===== src/rtl/spi_host_pkg.sv =====
// Shared types and sizing helpers for the SPI mode-0 host master.
package spi_host_pkg;

    typedef enum logic [2:0] {
        IDLE,
        SETUP,
        LOW,
        HIGH,
        NEXT,
        GAP
    } spi_state_t;

    localparam int unsigned BYTE_BITS = 8;

    localparam int unsigned CLK_DIV_DEF  = 4;
    localparam int unsigned CS_SETUP_DEF = 2;
    localparam int unsigned CS_GAP_DEF   = 4;

    // Width of a phase counter able to hold the longest of the three phase lengths.
    function automatic int unsigned cnt_width(input int unsigned a,
                                              input int unsigned b,
                                              input int unsigned c);
        int unsigned m;
        m = a;
        if (b > m) m = b;
        if (c > m) m = c;
        return $clog2(m + 1);
    endfunction

    localparam int unsigned CNT_W = cnt_width(CLK_DIV_DEF, CS_SETUP_DEF, CS_GAP_DEF);

endpackage


===== src/rtl/spi_sync2.sv =====
// Two-flop synchronizer bringing the asynchronous MISO line into the clk domain.
module spi_sync2 (
    input  logic clk,
    input  logic rst,
    input  logic d,
    output logic q
);

    logic meta;

    // Two back-to-back flops, both cleared by reset.
    always_ff @(posedge clk) begin
        if (rst) begin
            meta <= 1'b0;
            q    <= 1'b0;
        end else begin
            meta <= d;
            q    <= meta;
        end
    end

endmodule


===== src/rtl/spi_host_master.sv =====
// SPI mode-0 initiator (CPOL=0, CPHA=0, MSB first) with byte valid/ready in and rx pulse out.
module spi_host_master
    import spi_host_pkg::*;
#(
    parameter int unsigned CLK_DIV  = 4,
    parameter int unsigned CS_SETUP = 2,
    parameter int unsigned CS_GAP   = 4
) (
    input  logic       clk,
    input  logic       rst,
    input  logic       tx_valid,
    output logic       tx_ready,
    input  logic [7:0] tx_data,
    input  logic       tx_last,
    output logic       rx_valid,
    output logic [7:0] rx_data,
    output logic       busy,
    output logic       ss,
    output logic       sck,
    output logic       mosi,
    input  logic       miso
);

    localparam int unsigned CTR_W = cnt_width(CLK_DIV, CS_SETUP, CS_GAP);
    localparam int unsigned BIT_W = $clog2(BYTE_BITS);

    spi_state_t           state_q;
    spi_state_t           state_d;
    logic [CTR_W-1:0]     cnt_q;
    logic [CTR_W-1:0]     cnt_d;
    logic [BIT_W-1:0]     bit_q;
    logic [BIT_W-1:0]     bit_d;
    logic [BYTE_BITS-1:0] tx_sh_q;
    logic [BYTE_BITS-1:0] tx_sh_d;
    logic [BYTE_BITS-1:0] rx_sh_q;
    logic [BYTE_BITS-1:0] rx_sh_d;
    logic                 last_q;
    logic                 last_d;
    logic                 miso_s;

    logic                 hs_c;
    logic                 phase_end_c;
    logic                 byte_end_c;

    logic                 ss_d;
    logic                 sck_d;
    logic                 busy_d;
    logic                 tx_ready_d;
    logic                 rx_valid_d;
    logic [BYTE_BITS-1:0] rx_data_d;

    spi_sync2 u_miso_sync (
        .clk (clk),
        .rst (rst),
        .d   (miso),
        .q   (miso_s)
    );

    assign hs_c       = tx_valid & tx_ready;
    assign byte_end_c = (state_q == HIGH) && phase_end_c && (bit_q == BIT_W'(BYTE_BITS - 1));
    // MOSI is the MSB of the tx shift flop, so it only moves on clk edges.
    assign mosi       = tx_sh_q[BYTE_BITS-1];

    // Last cycle of the current timed phase.
    always_comb begin
        phase_end_c = 1'b0;
        case (state_q)
            SETUP:     phase_end_c = (cnt_q == CTR_W'(CS_SETUP - 1));
            LOW, HIGH: phase_end_c = (cnt_q == CTR_W'(CLK_DIV - 1));
            GAP:       phase_end_c = (cnt_q == CTR_W'(CS_GAP - 1));
            default:   phase_end_c = 1'b0;
        endcase
    end

    // State register.
    always_ff @(posedge clk) begin
        if (rst) begin
            state_q <= IDLE;
        end else begin
            state_q <= state_d;
        end
    end

    // Next-state logic.
    always_comb begin
        state_d = state_q;
        case (state_q)
            IDLE:  if (hs_c) state_d = SETUP;
            SETUP: if (phase_end_c) state_d = LOW;
            LOW:   if (phase_end_c) state_d = HIGH;
            HIGH:  if (phase_end_c) state_d = byte_end_c ? NEXT : LOW;
            NEXT: begin
                if (last_q)    state_d = GAP;
                else if (hs_c) state_d = LOW;
            end
            GAP:   if (phase_end_c) state_d = IDLE;
            default: state_d = IDLE;
        endcase
    end

    // Next values for the registered outputs and the datapath.
    always_comb begin
        cnt_d      = cnt_q + CTR_W'(1);
        bit_d      = bit_q;
        tx_sh_d    = tx_sh_q;
        rx_sh_d    = rx_sh_q;
        last_d     = last_q;
        rx_data_d  = rx_data;
        rx_valid_d = 1'b0;

        if (hs_c) begin
            tx_sh_d = tx_data;
            last_d  = tx_last;
            bit_d   = '0;
        end

        // End of SCK-high: sample MISO and advance MOSI on the falling edge.
        if ((state_q == HIGH) && phase_end_c) begin
            tx_sh_d = {tx_sh_q[BYTE_BITS-2:0], 1'b0};
            rx_sh_d = {rx_sh_q[BYTE_BITS-2:0], miso_s};
            bit_d   = bit_q + 1'b1;
        end

        if (byte_end_c) begin
            rx_valid_d = 1'b1;
            rx_data_d  = {rx_sh_q[BYTE_BITS-2:0], miso_s};
        end

        if ((state_d != state_q) || (state_q == IDLE) || (state_q == NEXT)) begin
            cnt_d = '0;
        end

        ss_d       = !(state_d inside {SETUP, LOW, HIGH, NEXT});
        sck_d      = (state_d == HIGH);
        busy_d     = (state_d != IDLE);
        tx_ready_d = (state_d == IDLE) || ((state_d == NEXT) && !last_d);
    end

    // Datapath and output flops; reset aborts any frame in progress.
    always_ff @(posedge clk) begin
        if (rst) begin
            cnt_q    <= '0;
            bit_q    <= '0;
            tx_sh_q  <= '0;
            rx_sh_q  <= '0;
            last_q   <= 1'b0;
            ss       <= 1'b1;
            sck      <= 1'b0;
            busy     <= 1'b0;
            tx_ready <= 1'b0;
            rx_valid <= 1'b0;
            rx_data  <= '0;
        end else begin
            cnt_q    <= cnt_d;
            bit_q    <= bit_d;
            tx_sh_q  <= tx_sh_d;
            rx_sh_q  <= rx_sh_d;
            last_q   <= last_d;
            ss       <= ss_d;
            sck      <= sck_d;
            busy     <= busy_d;
            tx_ready <= tx_ready_d;
            rx_valid <= rx_valid_d;
            rx_data  <= rx_data_d;
        end
    end

endmodule


===== config.mk =====
export PLATFORM = sky130hd
export DESIGN_NAME = spi_host_master
export DESIGN_NICKNAME = d
export VERILOG_FILES = /design/src/rtl/spi_host_pkg.sv /design/src/rtl/spi_sync2.sv /design/src/rtl/spi_host_master.sv
export SDC_FILE = /design/constraint.sdc
export NUM_CORES = 1
export LEC_CHECK = 0
export ABC_AREA = 1
export ABC_CLOCK_PERIOD_IN_PS = 1400
export BUFFER_PORTS_ARGS = -buffer_cell sky130_fd_sc_hd__buf_2
export CAP_MARGIN = 30
export CELL_PAD_IN_SITES_DETAIL_PLACEMENT = 0
export CELL_PAD_IN_SITES_GLOBAL_PLACEMENT = 2
export CORE_MARGIN = 1
export CORE_UTILIZATION = 29
export DETAILED_ROUTE_END_ITERATION = 10
export PLACE_DENSITY = 0.75
export SKIP_LAST_GASP = 1
export SLEW_MARGIN = 40
export SYNTH_ARGS = -nofsm -noshare
export SYNTH_HDL_FRONTEND = slang
export SYNTH_SLANG_ARGS = --single-unit
export TNS_END_PERCENT = 1

===== constraint.sdc =====
create_clock -name clk -period 1.4 [get_ports clk]
set_clock_uncertainty 0.1 [all_clocks]
set_input_delay 0.28 -clock clk [delete_from_list [all_inputs] [get_ports clk]]
set_output_delay 0.28 -clock clk [all_outputs]
set_load 0.005 [all_outputs]

Yosys cells after proc, flatten, opt, wreduce, memory -nomap -nowiden --
Index checks and enable logic that the tools add are counted.
Word-level totals: word-level logic and storage cells 63, output and inout port bits 14, RAM bits 0, ROM bits 0, latch bits 0, register bits after elaboration 40, input bits 13, memories kept 0
Operators by class: muxes and demuxes 16, magnitude comparators 0, add/subtract/negate cells 2, equal/unequal tests 13, div/mod/pow operators 0, multiply operators 0, shift operators 0, bitwise logic cells 1, reductions and logical operators 16
Operators by type and width (number):
- $mux 3 | 10
- $pmux 3 s6 | 1
- $mux 8 | 2
- $eq 3x2->1 const B | 5
- $eq 3x3->1 const B | 4
- $eq 3x1->1 const B | 3
- $add 3x1->3 const B | 2
- $logic_not 3->1 | 2
- $reduce_bool 4->1 | 1
- $reduce_or 2->1 | 2
- $logic_and 1x1->1 | 3
- $logic_or 1x1->1 | 3
- $ne 3x3->1 | 1
- $reduce_bool 3->1 | 1
- $reduce_or 3->1 | 1
- $logic_not 1->1 | 2
- $mux 1 | 2
- $pmux 1 s2 | 1
- $reduce_bool 2->1 | 1
- $and 1x1->1 | 1

Logic depth before layout (Yosys ltp) --
Gate-level depths: netlist (run 1).
depth in word-level cells 12, mapped depth 13, depth with buffers taken out 13

By module --
From an unflattened synthesis (run 1), not the netlist that was laid out.
Second synthesis, totals: cell total of the unflattened synthesis 218, area total of the unflattened synthesis 1739.2 um^2
By module, submodules not included:
- spi_host_master | seq. area each 760.7 um^2, instances 1, area each 1684.1 um^2, cells each 212
- spi_sync2 | seq. area each 40.0 um^2, instances 1, area each 55.1 um^2, cells each 6

Worst setup path after synthesis (run 1) --
Ideal clock, no wire load.
path type reg2reg, start point register state_q[1], end point register rx_sh_q[6], period minus slack after synthesis 1.569 ns, required time 1.181 ns, setup time 0.119 ns, arrival 1.350 ns, path slack -0.169 ns, stages on the path, launching flop included 11, cell sequence dfxtp_1 -> inv_2 -> nand3_2 -> nand2_1 -> nand2_2 -> nand3_4 -> nor2_8 -> inv_2 -> buf_4 -> o21ai_0 -> a21oi_1
Between the ends: longest elaborated chain between the ends 4, elaborated cells on any way between the ends 7
Ends and longest elaborated chain:
- start: declaration | line spi_host_master.sv:27 | spi_state_t state_q;
- start signal: assignment | line spi_host_master.sv:80 | state_q <= state_d;
- $eq 3x2->1, or another cell as far along | line spi_host_master.sv:67, spi_host_master.sv:118
- $reduce_or 3->1 (no line)
- $pmux 1 s2 | line spi_host_master.sv:67 | case (state_q)
- $logic_and 1x1->1 (*) | line spi_host_master.sv:118 | if ((state_q == HIGH) && phase_end_c) begin
- end signal: assignment | line spi_host_master.sv:157 | rx_sh_q <= rx_sh_d;
- end: declaration | line spi_host_master.sv:35 | logic [BYTE_BITS-1:0] rx_sh_q;
Every way passes the cells marked *; elsewhere a longest branch is shown, timed or not. A chain may end at the register's enable or synchronous reset.

Worst setup path in the final report (run 1) --
start point register state_q[2], end point register ss
Between the ends: longest elaborated chain between the ends 11, elaborated cells on any way between the ends 25
Ends and longest elaborated chain:
- $eq 3x2->1, or another cell as far along | line spi_host_master.sv:60, spi_host_master.sv:67, spi_host_master.sv:87
- $reduce_or 3->1 (no line)
- $pmux 1 s2 | line spi_host_master.sv:67
- $logic_and 1x1->1 (2 in a row) | line spi_host_master.sv:60 | assign byte_end_c = (state_q == HIGH) && phase_end_c && (bit_q == BIT_W'(BYTE_BITS - 1));
- $mux 3 (2 in a row) | line spi_host_master.sv:91 | HIGH: if (phase_end_c) state_d = byte_end_c ? NEXT : LOW;
- $pmux 3 s6 (*) | line spi_host_master.sv:87 | case (state_q)
- $eq 3x1->1, or another cell as far along | line spi_host_master.sv:133 | ss_d = !(state_d inside {SETUP, LOW, HIGH, NEXT});
- $reduce_bool 4->1 (*) | line spi_host_master.sv:133
- $logic_not 1->1 (*) | line spi_host_master.sv:133
- end signal: assignment | line spi_host_master.sv:159 | ss <= ss_d;
- end: declaration | line spi_host_master.sv:18 | output logic ss,
Marked as above.

==> run_results.csv, run 1 <==
group,metric,value,unit
placed_design,placed_area,0.002079,mm^2
job,maxCapViolCount,0,
worst_hold_path,holdPathStages,3,
pwr,p_leak,0.001031,uW
clock_tree,cts_made_buffers,5,
floorplan,die-area,0.006111,mm^2
global_route,grt_pass1_vias,1394,
timing,drv_slew,0,
timing,rsz0062_at_grt,"yes",
floorplan,start_util,30.37,%
clock_tree,cts_tree,"built",
clock_tree,cts_root_buf,"clkbuf_8",
critical_path,critPathLaunchType,"register",
final_layout,nFillCells,586,
floorplan,dieWidth,78.18,um
worst_hold_path,hp-start,"miso",
detailed_routing,routed_wl,3875,um
final_layout,nNetsFinal,286,
critical_path,crit_fanout,5,
detailed_routing,drc,0,
final_layout,n_antenna_cell,0,
floorplan,io_pins,27,
clock_tree,cts_max_path_buffers,2,
pwr,power,2612,uW
clock_tree,insertion_delay,0.30,ns
yosys,yosys_warnings,0,
timing,fmax,626.9,MHz
critical_path,end_kind,"register",
clock_tree,h-tree-depth,2,
global_route,overflow,0,
yosys,ys_types,28,
run_status,violations,"negative setup slack",
yosys,ys_ff_latch,40,
floorplan,core,0.005540,mm^2
clock_tree,cts.reportedPaths.clkPinSlew,0.08,ns
yosys,ys.flop_type,"dfxtp_1",
critical_path,worstPathArrival,1.69,ns
timing,setup_slack,-0.1950,ns
floorplan,die_height,78.18,um
yosys,synth_most_common_cell,"dfxtp_1",
yosys,synth_top_cell_area_share,47.58,%
yosys,synthSimpleGateAreaFrac,28.03,%
detailed_routing,num_vias,1534,
yosys,synth_top_cell_by_area,"dfxtp_1",
timing,setup_viol,36,
final_layout,final_core_util,41.31,%
placed_design,place.port_buffers,26,
yosys,seq_area_frac_synth,47.58,%
yosys,synth_top_family_by_area,"simple AND/OR/NAND/NOR gates",
clock_tree,cts_sinks,40,
final_layout,layout-drive-gt1-share,35.06,%
critical_path,regToRegStartpoint,"state_q[2]",
yosys,syn_area,0.001683,mm^2
detailed_routing,firstDrtPassIters,4,
placed_design,gp_congestion,0.7769,
final_layout,syn_to_final_growth,35.98,%
detailed_routing,drt-initial-drc-count,62,
timing,period_share,113.9,%
pwr,powerDensity,1141,mW/mm^2
floorplan,rows,27,
worst_hold_path,hp-class,"in -> reg",
yosys,synth_fa_ha_area_share,2.230,%
critical_path,r2r_setup_slack,-0.20,ns
yosys,synth_commonest_cells,"dfxtp_1 (40), nand2_1 (28), nor2_1 (26), nand3_1 (22), inv_1 (21)",
placed_design,post-place-ws,-0.2446,ns
yosys,avgSynthCellArea,7.938,um^2
placed_design,hpwl,2787,um
yosys,ys_async_sr_fraction,0,%
yosys,synth-edff-count,0,
detailed_routing,ant_nets,0,
global_route,grt_max_degree,29,
yosys,synth_nets,228,
global_route,grt_usage,13.66,%
yosys,synth_area_leaders,"dfxtp_1 (48%), nand3_1 (6.5%), nand2_1 (6.2%), nor2_1 (5.8%), inv_1 (4.7%)",
worst_hold_path,whs_endpoint,"u_miso_sync.meta",
global_route,antenna_found_initial,0,
timing,final.min_clock_period,1.595,ns
yosys,muxShareOfSynthArea,0,%
global_route,grt_first_pass_wirelength,6513,um
timing,tightestPinTransition,0.3353,ns
critical_path,critPathRequiredTime,1.49,ns
pwr,max-vdd-ir-drop,649.0,uV
critical_path,r2r_end,"ss",
yosys,synthCells,212,
detailed_routing,routedWlPerCell,11.30,um
yosys,synth_xor_xnor_area_share,0.5204,%
final_layout,final_cell_area,0.002288,mm^2
run_status,status,"complete, but fails checks",
timing,finalHoldViolCount,0,
detailed_routing,vias_per_cell,4.472,
timing,max_slew_margin,77.65,%
critical_path,worstSetupPathType,"reg -> reg",
yosys,synth_compound_area_share,13.46,%
critical_path,reg2regPathDepth,11,
[layout by cell type, fill, tap and decap left out, drive strengths merged, types with 3 or more instances in the layout]
master,netlist,final
nand3,25,25
o21ai,15,15
clkbuf,4,6
nand2,35,36
a31oi,9,9
buf,3,57
nor2,27,27
inv,25,25
ha,3,3
dfxtp,40,40
nand4,4,4
a21oi,15,15
[metrics by stage]
stage | setup TNS (ns) | cells | hold WS, ns
floorplan | -2.945 | 212 | 0.2870
global placement | -5.789 | 328 | 0.2931
detailed placement | -6.041 | 328 | 0.2931
CTS | -4.153 | 340 | 0.07214
global route | -7.712 | 343 | 0.07510
finish | -4.427 | 343 | 0.07632
[cell type report]
cell class / count / area, um^2 / share of cell area [%]
Timing Repair Buffer: 57 / 362.8 / 15.86
Multi-Input combinational cell: 140 / 797.0 / 34.83
Clock buffer: 6 / 82.58 / 3.609
Sequential cell: 40 / 809.5 / 35.37
Clock inverter: 2 / 38.79 / 1.695
Tap cell: 72 / 90.09 / 3.937
Inverter: 26 / 107.6 / 4.702
[repair_timing]
| action | 4_1_cts | 5_1_grt |
|---|---|---|
| endpoints found under the setup margin | 37 | 37 |
| gates resized for setup | 4 | 12 |
| cloned | 1 | 0 |
| buffers inserted | 3 | 3 |
| hold buffers | 0 | 0 |
| pin swaps | 5 | 6 |
[routing by layer]
metal	share of wire, %	GRT usage, %	up-vias
met1	50	17.58	690
met4	1.6	5.556	0
met2	46	21.84	16
met5	0	0	-
li1	-	-	821
met3	2.5	3.256	7
[power breakdown]
part,switching (uW),internal (uW)
Sequential,36.2,1200
Combinational,203,167
Clock,427,583
Total,666,1950
[how the worst max path moves through the flow]
stage               start  slack, ns  cells after the start  end
6_report       state_q[2]      -0.20                     11   ss
5_1_grt        state_q[2]      -0.29                     11   ss
4_1_cts        state_q[1]      -0.19                     11   ss
3_5_place_dp   state_q[0]      -0.24                      9   ss
3_3_place_gp   state_q[0]      -0.23                      9   ss
2_1_floorplan  state_q[1]      -0.12                     11   ss
[cell families after synthesis]
logic type               after synthesis
adder cells (fa/ha/maj)                3
flip-flops                            40
AO/OA/AOI/OAI                         40
AND/OR/NAND/NOR                       95
XOR/XNOR                               1
buffers and inverters                 33
[critical path, cell delays in order, from the launching register on]
cell	delay, ns
dfxtp_4	0.37
inv_2	0.04
nand2_2	0.09
nand2_2	0.05
nand2_2	0.09
nand3_4	0.11
nor2_8	0.20
nand2_8	0.10
a21oi_4	0.17
nor2_2	0.06
nand2_2	0.06
nand2_1	0.05
[sequential cells by signal, summed over array words and instances, names as in the netlist]
signal	flops
bit_q	3
busy	1
cnt_q	3
last_q	1
rx_data	8
rx_sh_q	7
rx_valid	1
sck	1
ss	1
state_q	3
tx_ready	1
tx_sh_q	8
u_miso_sync.meta	1
u_miso_sync.q	1
Power figures use the tool's default switching activity.
==> run 2: changes to the inputs <==
--- a/config.mk
+++ b/config.mk
@@ -6,15 +6,15 @@
 export NUM_CORES = 1
 export LEC_CHECK = 0
 export ABC_AREA = 1
-export ABC_CLOCK_PERIOD_IN_PS = 1400
+export ABC_CLOCK_PERIOD_IN_PS = 1520
 export BUFFER_PORTS_ARGS = -buffer_cell sky130_fd_sc_hd__buf_2
 export CAP_MARGIN = 30
 export CELL_PAD_IN_SITES_DETAIL_PLACEMENT = 0
 export CELL_PAD_IN_SITES_GLOBAL_PLACEMENT = 2
 export CORE_MARGIN = 1
-export CORE_UTILIZATION = 29
+export CORE_UTILIZATION = 32
 export DETAILED_ROUTE_END_ITERATION = 10
-export PLACE_DENSITY = 0.75
+export PLACE_DENSITY = 0.79
 export SKIP_LAST_GASP = 1
 export SLEW_MARGIN = 40
 export SYNTH_ARGS = -nofsm -noshare
==> constraint.sdc (replaced) <==
create_clock -name clk -period 1.52 [get_ports clk]
set_clock_uncertainty 0.1 [all_clocks]
set_input_delay 0.304 -clock clk [delete_from_list [all_inputs] [get_ports clk]]
set_output_delay 0.304 -clock clk [all_outputs]
set_load 0.005 [all_outputs]
==> run_results.csv, run 2 (same netlist as run 1, synthesis figures left out) <==
group,metric,value,unit
run_status,status,"complete, but fails checks",
run_status,violations,"negative setup slack",
pwr,combPwrFrac,14.7,%
floorplan,die_height,74.52,um
final_layout,final_cell_mix,"dfxtp_1 (37), nand2_1 (26), buf_2 (26)",
floorplan,io_pins,27,
detailed_routing,routedWlPerCell,11.40,um
detailed_routing,vias_per_cell,4.455,
critical_path,cpPeakStageDelay,0.38,ns
final_layout,final_core_util,44.58,%
final_layout,nFillCells,528,
job,maxCapViolCount,0,
worst_hold_path,hp-class,"in -> reg",
critical_path,worstPathArrival,1.69,ns
timing,fmax,622.9,MHz
pwr,max-vdd-ir-drop,577.3,uV
critical_path,crit_fanout,5,
detailed_routing,drt-initial-drc-count,47,
clock_tree,cts_made_buffers,5,
timing,setup_slack,-0.08547,ns
final_layout,largest_registers,"rx_data (8), tx_sh_q (8), rx_sh_q (7)",
detailed_routing,drc,0,
timing,final.min_clock_period,1.605,ns
final_layout,layout_commonest_cell,"dfxtp_1",
global_route,met2_usage,25.43,%
clock_tree,cts_max_path_buffers,2,
floorplan,start_util,33.16,%
final_layout,nNetsFinal,279,
global_route,grt_usage,15.89,%
placed_design,place.port_buffers,26,
global_route,top_usage_layer,"met2",
floorplan,rows,26,
pwr,clkPwrFrac,38.8,%
final_layout,layout-drive-gt1-share,34.47,%
timing,whs,0.1100,ns
critical_path,worstSetupPathType,"reg -> reg",
floorplan,dieWidth,74.52,um
floorplan,die-area,0.005553,mm^2
final_layout,syn_to_final_growth,34.42,%
critical_path,end_kind,"register",
detailed_routing,firstDrtPassIters,4,
clock_tree,h-tree-depth,2,
clock_tree,cts.reportedPaths.clkPinSlew,0.08,ns
pwr,powerDensity,1079,mW/mm^2
critical_path,critPathRequiredTime,1.60,ns
pwr,swShare,24.30,%
global_route,met3_usage,3.659,%
pwr,p_leak,0.001003,uW
clock_tree,holdBufCountCts,0,
global_route,grtUsageMet1,20.88,%
global_route,overflow,0,
critical_path,cpMostUsedCell,"nand2_2",
final_layout,n_antenna_cell,0,
detailed_routing,routed_wl,3808,um
critical_path,critPathLaunchType,"register",
timing,drv_slew,0,
timing,max_slew_margin,76.41,%
critical_path,crit_path_cell_trace,"inv_2 -> nand3_4 -> nand2_2 -> nand2_2 -> nand3_4 -> nor2_8 -> nand2_8 -> a21oi_4 -> nor2_1 -> nand2_2 -> nand2_1",
placed_design,gp_congestion,0.8457,
timing,setup_viol,20,
clock_tree,cts_sinks,40,
timing,tightestPinTransition,0.3539,ns
placed_design,hpwl,2751,um
timing,rsz0062_at_grt,"yes",
clock_tree,insertion_delay,0.29,ns
critical_path,cp_top_family,"simple AND/OR/NAND/NOR gates",
detailed_routing,num_vias,1488,
floorplan,core,0.005075,mm^2
global_route,grt_pass1_vias,1423,
clock_tree,cts_root_buf,"clkbuf_8",
timing,finalSetupTns,-0.7596,ns
global_route,grt_first_pass_wirelength,6665,um
clock_tree,cts_tree,"built",
pwr,p_int,1849,uW
critical_path,worst_path_max_delay_cell,"dfxtp_4",
global_route,grt_max_degree,29,
pwr,power_switching,593.3,uW
detailed_routing,ant_nets,0,
timing,period_share,105.6,%
timing,finalHoldViolCount,0,
critical_path,critPathBufInv,1,
pwr,power_frac_seq,46.5,%
global_route,antenna_found_initial,0,
-- run 2: timing repair --
action,4_1_cts,5_1_grt
gates cloned,1,0
resized for setup,7,14
buffers inserted,2,0
endpoints found under the setup margin,28,36
pin swaps,6,6
-- run 2: final timing paths --
kind,from,endpoint,slack (ns),depth (start not counted)
worst max-delay path,state_q[1],ss,-0.09,11
worst min-delay path,miso,u_miso_sync.meta,0.11,3
worst max register to register,state_q[1],ss,-0.09,11
worst min register to register,u_miso_sync.meta,u_miso_sync.q,0.31,2
-- run 2: worst reg2reg max path: stages (launching register included) --
cell and delay (ns):
dfxtp_4 0.38, inv_2 0.05, nand3_4 0.07, nand2_2 0.06
nand2_2 0.08, nand3_4 0.11, nor2_8 0.24, nand2_8 0.11
a21oi_4 0.16, nor2_1 0.06, nand2_2 0.06, nand2_1 0.04
-- run 2: routing by layer --
layer,routed length (um),up-vias
met5,0,-
met4,49,0
met3,116,4
met2,1717,18
met1,1924,664
li1,-,802
-- run 2: power groups by stage --
stage / registers [uW] / logic, uW / clock network, uW
floorplan: 1160 / 192 / 0
global placement: 1160 / 356 / 0
detailed placement: 1160 / 353 / 0
CTS: 1140 / 360 / 973
global route: 1140 / 407 / 1030
finish: 1140 / 359 / 947
-- run 2: final cells by class --
cell class | instances | area (um^2) | share of cell area [%]
Clock inverter | 1 | 30.03 | 1.327
Tap cell | 70 | 87.58 | 3.872
Timing Repair Buffer | 50 | 314.1 | 13.88
Inverter | 26 | 112.6 | 4.978
Sequential cell | 40 | 809.5 | 35.79
Clock buffer | 7 | 96.34 | 4.259
Multi-Input combinational cell | 140 | 812.0 | 35.90
-- run 2: through the flow --
stage               cells  power (uW)  cell area (um^2)  setup slack [ns]
detailed placement    323        1513              2041           -0.1172
floorplan             212        1350              1695         -0.004619
global route          334        2576              2262           -0.1920
CTS                   334        2470              2213          -0.08118
global placement      323        1516              2041           -0.1298
finish                334        2442              2262          -0.08547
